<file path="src/rtl/soc_system_onchip_memory_arbiter_if.sv">
// Avalon-MM port bundle between one bus master and the on-chip memory arbiter.
// The arbiter connects to the slave modport; the master side drives requests.
interface soc_system_onchip_memory_arbiter_if;
  logic [16:0] address;
  logic [3:0]  byteenable;
  logic        read;
  logic        write;
  logic [31:0] writedata;
  logic        waitrequest;
  logic        readdatavalid;
  logic [31:0] readdata;

  modport master (
    output address, byteenable, read, write, writedata,
    input  waitrequest, readdatavalid, readdata
  );

  modport slave (
    input  address, byteenable, read, write, writedata,
    output waitrequest, readdatavalid, readdata
  );
endinterface

</file>
<file path="src/rtl/soc_system_onchip_memory_arbiter.sv">
// Two-master round-robin arbiter with bounded hold in front of a single-port
// on-chip RAM (registered address, one-cycle read latency, clock-enable gated).
module soc_system_onchip_memory_arbiter #(
  parameter int unsigned HOLD_MAX = 4
) (
  input  logic        clk,
  input  logic        reset,
  soc_system_onchip_memory_arbiter_if.slave m0,
  soc_system_onchip_memory_arbiter_if.slave m1,
  output logic [16:0] mem_address,
  output logic [3:0]  mem_byteenable,
  output logic [31:0] mem_writedata,
  output logic        mem_chipselect,
  output logic        mem_write,
  output logic        mem_clken,
  input  logic [31:0] mem_readdata
);
  localparam logic [7:0] HOLD_LIMIT = 8'(HOLD_MAX);

  logic       r_owner;
  logic [7:0] r_hold_cnt;
  logic       r_rdv0;
  logic       r_rdv1;

  logic       w_req0;
  logic       w_req1;
  logic       w_hold_ok;
  logic       w_gnt0;
  logic       w_gnt1;
  logic       w_gnt_any;

  // Request decode and grant: owner keeps the port until its hold budget runs out
  always_comb begin
    w_req0    = m0.read | m0.write;
    w_req1    = m1.read | m1.write;
    w_hold_ok = (r_hold_cnt < HOLD_LIMIT);
    w_gnt0    = 1'b0;
    w_gnt1    = 1'b0;
    if (reset) begin
      w_gnt0 = 1'b0;
      w_gnt1 = 1'b0;
    end else if (w_req0 && w_req1) begin
      if (w_hold_ok) begin
        w_gnt0 = ~r_owner;
        w_gnt1 = r_owner;
      end else begin
        w_gnt0 = r_owner;
        w_gnt1 = ~r_owner;
      end
    end else begin
      w_gnt0 = w_req0;
      w_gnt1 = w_req1;
    end
    w_gnt_any = w_gnt0 | w_gnt1;
  end

  // Master handshakes and RAM port mux; idle cycles drop clken so q stays put
  always_comb begin
    m0.waitrequest   = ~w_gnt0;
    m1.waitrequest   = ~w_gnt1;
    m0.readdatavalid = r_rdv0 & ~reset;
    m1.readdatavalid = r_rdv1 & ~reset;
    m0.readdata      = mem_readdata;
    m1.readdata      = mem_readdata;
    mem_chipselect   = w_gnt_any;
    mem_clken        = w_gnt_any;
    if (w_gnt1) begin
      mem_address    = m1.address;
      mem_byteenable = m1.byteenable;
      mem_writedata  = m1.writedata;
      mem_write      = m1.write;
    end else begin
      mem_address    = m0.address;
      mem_byteenable = m0.byteenable;
      mem_writedata  = m0.writedata;
      mem_write      = w_gnt0 & m0.write;
    end
  end

  // Ownership, saturating hold counter and read-valid pipeline
  always_ff @(posedge clk) begin
    if (reset) begin
      r_owner    <= 1'b0;
      r_hold_cnt <= 8'd0;
      r_rdv0     <= 1'b0;
      r_rdv1     <= 1'b0;
    end else begin
      // A simultaneous read+write is a write and returns no data
      r_rdv0 <= w_gnt0 & m0.read & ~m0.write;
      r_rdv1 <= w_gnt1 & m1.read & ~m1.write;
      if (!w_gnt_any) begin
        r_hold_cnt <= 8'd0;
      end else if (w_gnt1 == r_owner) begin
        if (r_hold_cnt != 8'hFF) begin
          r_hold_cnt <= r_hold_cnt + 8'd1;
        end else begin
          r_hold_cnt <= r_hold_cnt;
        end
      end else begin
        r_owner    <= w_gnt1;
        r_hold_cnt <= 8'd1;
      end
    end
  end
endmodule

</file>
<file path="src/flat_wrapper.sv">
// flat-port wrapper written by rule: the top's interface ports become plain ports
module soc_system_onchip_memory_arbiter_flat 
#(
  parameter int unsigned HOLD_MAX = 4
)
  (clk, reset, mem_address, mem_byteenable, mem_writedata, mem_chipselect, mem_write, mem_clken, mem_readdata, m0_address, m0_byteenable, m0_read, m0_write, m0_writedata, m0_waitrequest, m0_readdatavalid, m0_readdata, m1_address, m1_byteenable, m1_read, m1_write, m1_writedata, m1_waitrequest, m1_readdatavalid, m1_readdata);
  soc_system_onchip_memory_arbiter_if m0_i ();
  soc_system_onchip_memory_arbiter_if m1_i ();
  input  logic clk;
  input  logic reset;
  output logic [16:0] mem_address;
  output logic [3:0] mem_byteenable;
  output logic [31:0] mem_writedata;
  output logic mem_chipselect;
  output logic mem_write;
  output logic mem_clken;
  input  logic [31:0] mem_readdata;
  input wire logic [$bits(m0_i.address)-1:0] m0_address;
  input wire logic [$bits(m0_i.byteenable)-1:0] m0_byteenable;
  input wire logic [$bits(m0_i.read)-1:0] m0_read;
  input wire logic [$bits(m0_i.write)-1:0] m0_write;
  input wire logic [$bits(m0_i.writedata)-1:0] m0_writedata;
  output wire logic [$bits(m0_i.waitrequest)-1:0] m0_waitrequest;
  output wire logic [$bits(m0_i.readdatavalid)-1:0] m0_readdatavalid;
  output wire logic [$bits(m0_i.readdata)-1:0] m0_readdata;
  input wire logic [$bits(m1_i.address)-1:0] m1_address;
  input wire logic [$bits(m1_i.byteenable)-1:0] m1_byteenable;
  input wire logic [$bits(m1_i.read)-1:0] m1_read;
  input wire logic [$bits(m1_i.write)-1:0] m1_write;
  input wire logic [$bits(m1_i.writedata)-1:0] m1_writedata;
  output wire logic [$bits(m1_i.waitrequest)-1:0] m1_waitrequest;
  output wire logic [$bits(m1_i.readdatavalid)-1:0] m1_readdatavalid;
  output wire logic [$bits(m1_i.readdata)-1:0] m1_readdata;
  assign m0_i.address = m0_address;
  assign m0_i.byteenable = m0_byteenable;
  assign m0_i.read = m0_read;
  assign m0_i.write = m0_write;
  assign m0_i.writedata = m0_writedata;
  assign m0_waitrequest = m0_i.waitrequest;
  assign m0_readdatavalid = m0_i.readdatavalid;
  assign m0_readdata = m0_i.readdata;
  assign m1_i.address = m1_address;
  assign m1_i.byteenable = m1_byteenable;
  assign m1_i.read = m1_read;
  assign m1_i.write = m1_write;
  assign m1_i.writedata = m1_writedata;
  assign m1_waitrequest = m1_i.waitrequest;
  assign m1_readdatavalid = m1_i.readdatavalid;
  assign m1_readdata = m1_i.readdata;
  soc_system_onchip_memory_arbiter #(.HOLD_MAX(HOLD_MAX)) u_core (.clk(clk), .reset(reset), .m0(m0_i), .m1(m1_i), .mem_address(mem_address), .mem_byteenable(mem_byteenable), .mem_writedata(mem_writedata), .mem_chipselect(mem_chipselect), .mem_write(mem_write), .mem_clken(mem_clken), .mem_readdata(mem_readdata));
endmodule
</file>
<file path="config.mk">
export PLATFORM = sky130hd
export DESIGN_NAME = soc_system_onchip_memory_arbiter_flat
export DESIGN_NICKNAME = d
export VERILOG_FILES = /design/src/rtl/soc_system_onchip_memory_arbiter_if.sv /design/src/rtl/soc_system_onchip_memory_arbiter.sv /design/src/flat_wrapper.sv
export SDC_FILE = /design/constraint.sdc
export NUM_CORES = 1
export LEC_CHECK = 0
export ABC_AREA = 1
export CAP_MARGIN = 20
export CORE_AREA = 2 2 104 106
export CTS_CLUSTER_DIAMETER = 100
export DETAILED_ROUTE_END_ITERATION = 8
export DIE_AREA = 0 0 106 108
export PLACE_DENSITY = 0.74
export SKIP_LAST_GASP = 1
export SYNTH_ARGS = -nofsm -noshare
export SYNTH_HDL_FRONTEND = slang
export SYNTH_SLANG_ARGS = --single-unit
</file>
<file path="constraint.sdc">
create_clock -name clk -period 2.3 [get_ports clk]
set_input_delay 0.345 -clock clk [delete_from_list [all_inputs] [get_ports clk]]
set_output_delay 0.345 -clock clk [all_outputs]
set_load 0.01 [all_outputs]
</file>
==> results <==
==> sequential cells by signal, indices dropped and copies added (netlist names) <==
name,flops
u_core.r_hold_cnt,8
u_core.r_rdv1,1
u_core.r_rdv0,1
u_core.r_owner,1
==> cell families after synthesis <==
logic type / count (synthesis) / synth area share, %
buffers and inverters: 92 / 36.0
adder cells (fa/ha/maj): 1 / 0.704
flip-flops: 11 / 12.4
XOR/XNOR: 3 / 1.48
AND/OR/NAND/NOR: 210 / 46.4
AO/OA/AOI/OAI: 10 / 3.03
==> tightest hold or removal path: cells and delay by family <==
family / cells / cell delay, ps
buffers and inverters: 3 / 340
and+or+nand+nor: 1 / 40
==> what timing repair did <==
action                     CTS  global route
gates cloned                 3             0
pin swaps                    3             5
setup buffers                6             0
resized for setup          136            10
setup endpoints to repair   55            58
==> area by class of cell <==
type                       count  area [um2]  area share [%]
clock buffer                   4        45.0            1.32
multi-input combinational    224         958            28.1
timing repair buffer         194        1950            57.1
sequential                    11         221            6.50
inverter                      16        67.6            1.98
tap                          136         170            4.99
==> cell usage in the layout (no fill, tap or decap), drive strengths merged, types with 4 or more instances in the layout <==
cell type / netlist / routed
clkbuf: 0 / 4
nand2: 179 / 179
buf: 76 / 33
dlygate4sd2: 0 / 30
clkdlybuf4s15: 0 / 16
clkdlybuf4s50: 0 / 112
nor2: 19 / 19
o21ai: 7 / 7
dfxtp: 11 / 11
nand3: 8 / 8
inv: 16 / 16
==> power breakdown <==
group,total [mW],switching (mW),internal (mW)
Combinational,0.697,0.289,0.408
Clock,0.190,0.0690,0.121
Sequential,0.204,0.00502,0.199
Total,1.09,0.363,0.728
==> cell usage after synthesis <==
cell type,count
nand3_2,1
o21ai_0,7
nand2_2,1
buf_4,67
nand4_1,2
nor3_4,1
inv_1,13
inv_2,3
nor3_1,1
a21oi_1,1
a31oi_1,1
buf_6,5
ha_1,1
nand2_1,178
buf_2,4
xnor2_1,1
nor2_1,19
nand3_1,7
o211ai_1,1
dfxtp_1,11
xor2_1,2
==> through the flow <==
stage | TNS, ps | setup WS (ps)
final | 0 | 130
after CTS | -595 | -42.6
after floorplan | 0 | 754
after global routing | 0 | 2.64
after detailed placement | -17660 | -353
after global placement | -14100 | -295
==> final timing paths <==
path / slack [ps] / from / depth (start not counted) / to
setup / recovery: 130 / reset / 9 / mem_address[5]
hold / removal: 540 / m0_read / 4 / u_core.r_rdv0
setup reg to reg: 680 / u_core.r_hold_cnt[7] / 9 / u_core.r_hold_cnt[5]
hold reg to reg: 590 / u_core.r_owner / 4 / u_core.r_hold_cnt[0]
==> routing by layer <==
metal  global-route usage, %  part of all wire (%)  routed length, um  vias to the layer above
met4                    3.85                   2.0                159                        0
met5                       0                     0                  0                        -
met3                    4.82                    13               1010                       24
met1                    12.5                    35               2740                     1026
li1                        -                     -                  -                     1173
met2                    23.1                    51               4020                      165
==> impl_results.md <==
- Status: finished clean
- Die height: 108 um
- Setup violators final: 0
- Startpoint types: input pin
- Initial Utilization: 17.4%
- Cell Area, Synth: 1780 um2
- DRT Pass-1 Iters: 4
- Clock-pin slew on the worst setup and hold paths: 50 ps
- Crit Path Max Fanout: 14
- Filler cell count: 1,088
- Crit end category: primary output
- Via density per instance: 4.08
- Syn_nets: 472
- Cells after Synth: 327
- Cells along the critical path: clkdlybuf4s50_1 > nor2_2 > nand2_4 > buf_12 > buf_12 > buf_4 > nand2_1 > nand2_1 > clkdlybuf4s15_2
- F_max: 461 MHz
- Hold Crit Class: input pin to flip-flop
- Final hold vios: 0
- Antenna-violating nets left: 0
- Largest net degree at the start of global routing: 17
- Post-synthesis sequential area ratio: 12.4%
- Ys Warns: 0
- Die ar.: 11,400 um2
- Clk Latency, worst-skew pair: 240 ps
- RSZ-0062 raised after global routing: false
- Leading area contributor after synthesis: nand2_1
- Number of buffers created by CTS: 3
- Routability cong.: 0.808
- Placeable Area: 10,200 um2
- I/O pin count: 268
- Post-Place Cells: 572
- DP Area: 3230 um2
- Min Tclk post-route: 2170 ps
- Routed wire length: 7930 um
- CTS Sinks: 11
- Setup CP Type: input pin to primary output
- Synth Register Bits: 11
- CTS H-tree lvls: 1
- Initial antenna violation count: 0
- WHS: 536 ps
- WL/cell: 13.6 um
- Slowest-stage cell, CP: clkdlybuf4s50_1
- GRT Overall Usage: 12.3%
- Post-DP HPWL: 6240 um
- Nets: 595
- CTS tree: built
- Yosys cell types: 21
- Finished Cell Area: 3410 um2
- Total power: 1.09 mW
- Max Clock Skew: 2.97 ps
- Top cells by area, synth: nand2_1 38%, buf_4 28%, dfxtp_1 12%
- DR iter-0 viols: 112
- Crit share post-route: 94.4%
- Worst stage delay on the critical path: 440 ps
- Max_slew headroom: 82.1%
- Vias in the first global route: 2,233
- Die Width: 106 um
- Global-route wire length before repair: 11,000 um
- Crit-path leading delay family: buffers and inverters
- Non-Filler Instances: 585
- Antenna Diode Count: 0
- Hold buffers post-CTS: 0
- Clk buf depth: 2
- Vias: 2,388
- Syn_area_per_cell: 5.43 um2
- Post-route DRC: 0
- Worst vdd ir: 0.000258 V
- Slew Limit Fails: 0
- Worst Path Buf+Inv: 5
- Layout cells sized above 1: 15.6%
- Root Driver: clkbuf_8
- Max-cap violations: 0
- Required time of the worst setup path: 1960 ps
- Worst slew pin tran: 268 ps
- Critical Path AT: 1830 ps
- Area Growth Syn to Fin: 91.8%
- Port-buffer cells: 171
- P_leak: 1.67 nW
- Share of the synthesized area in the top cell type: 37.6%
- Site row count: 37
- Pwr dens: 320 nW/um2
- Grt ovf: 0
- Final Util: 33.3%
Note: power is estimated with default switching activity, not from simulation.
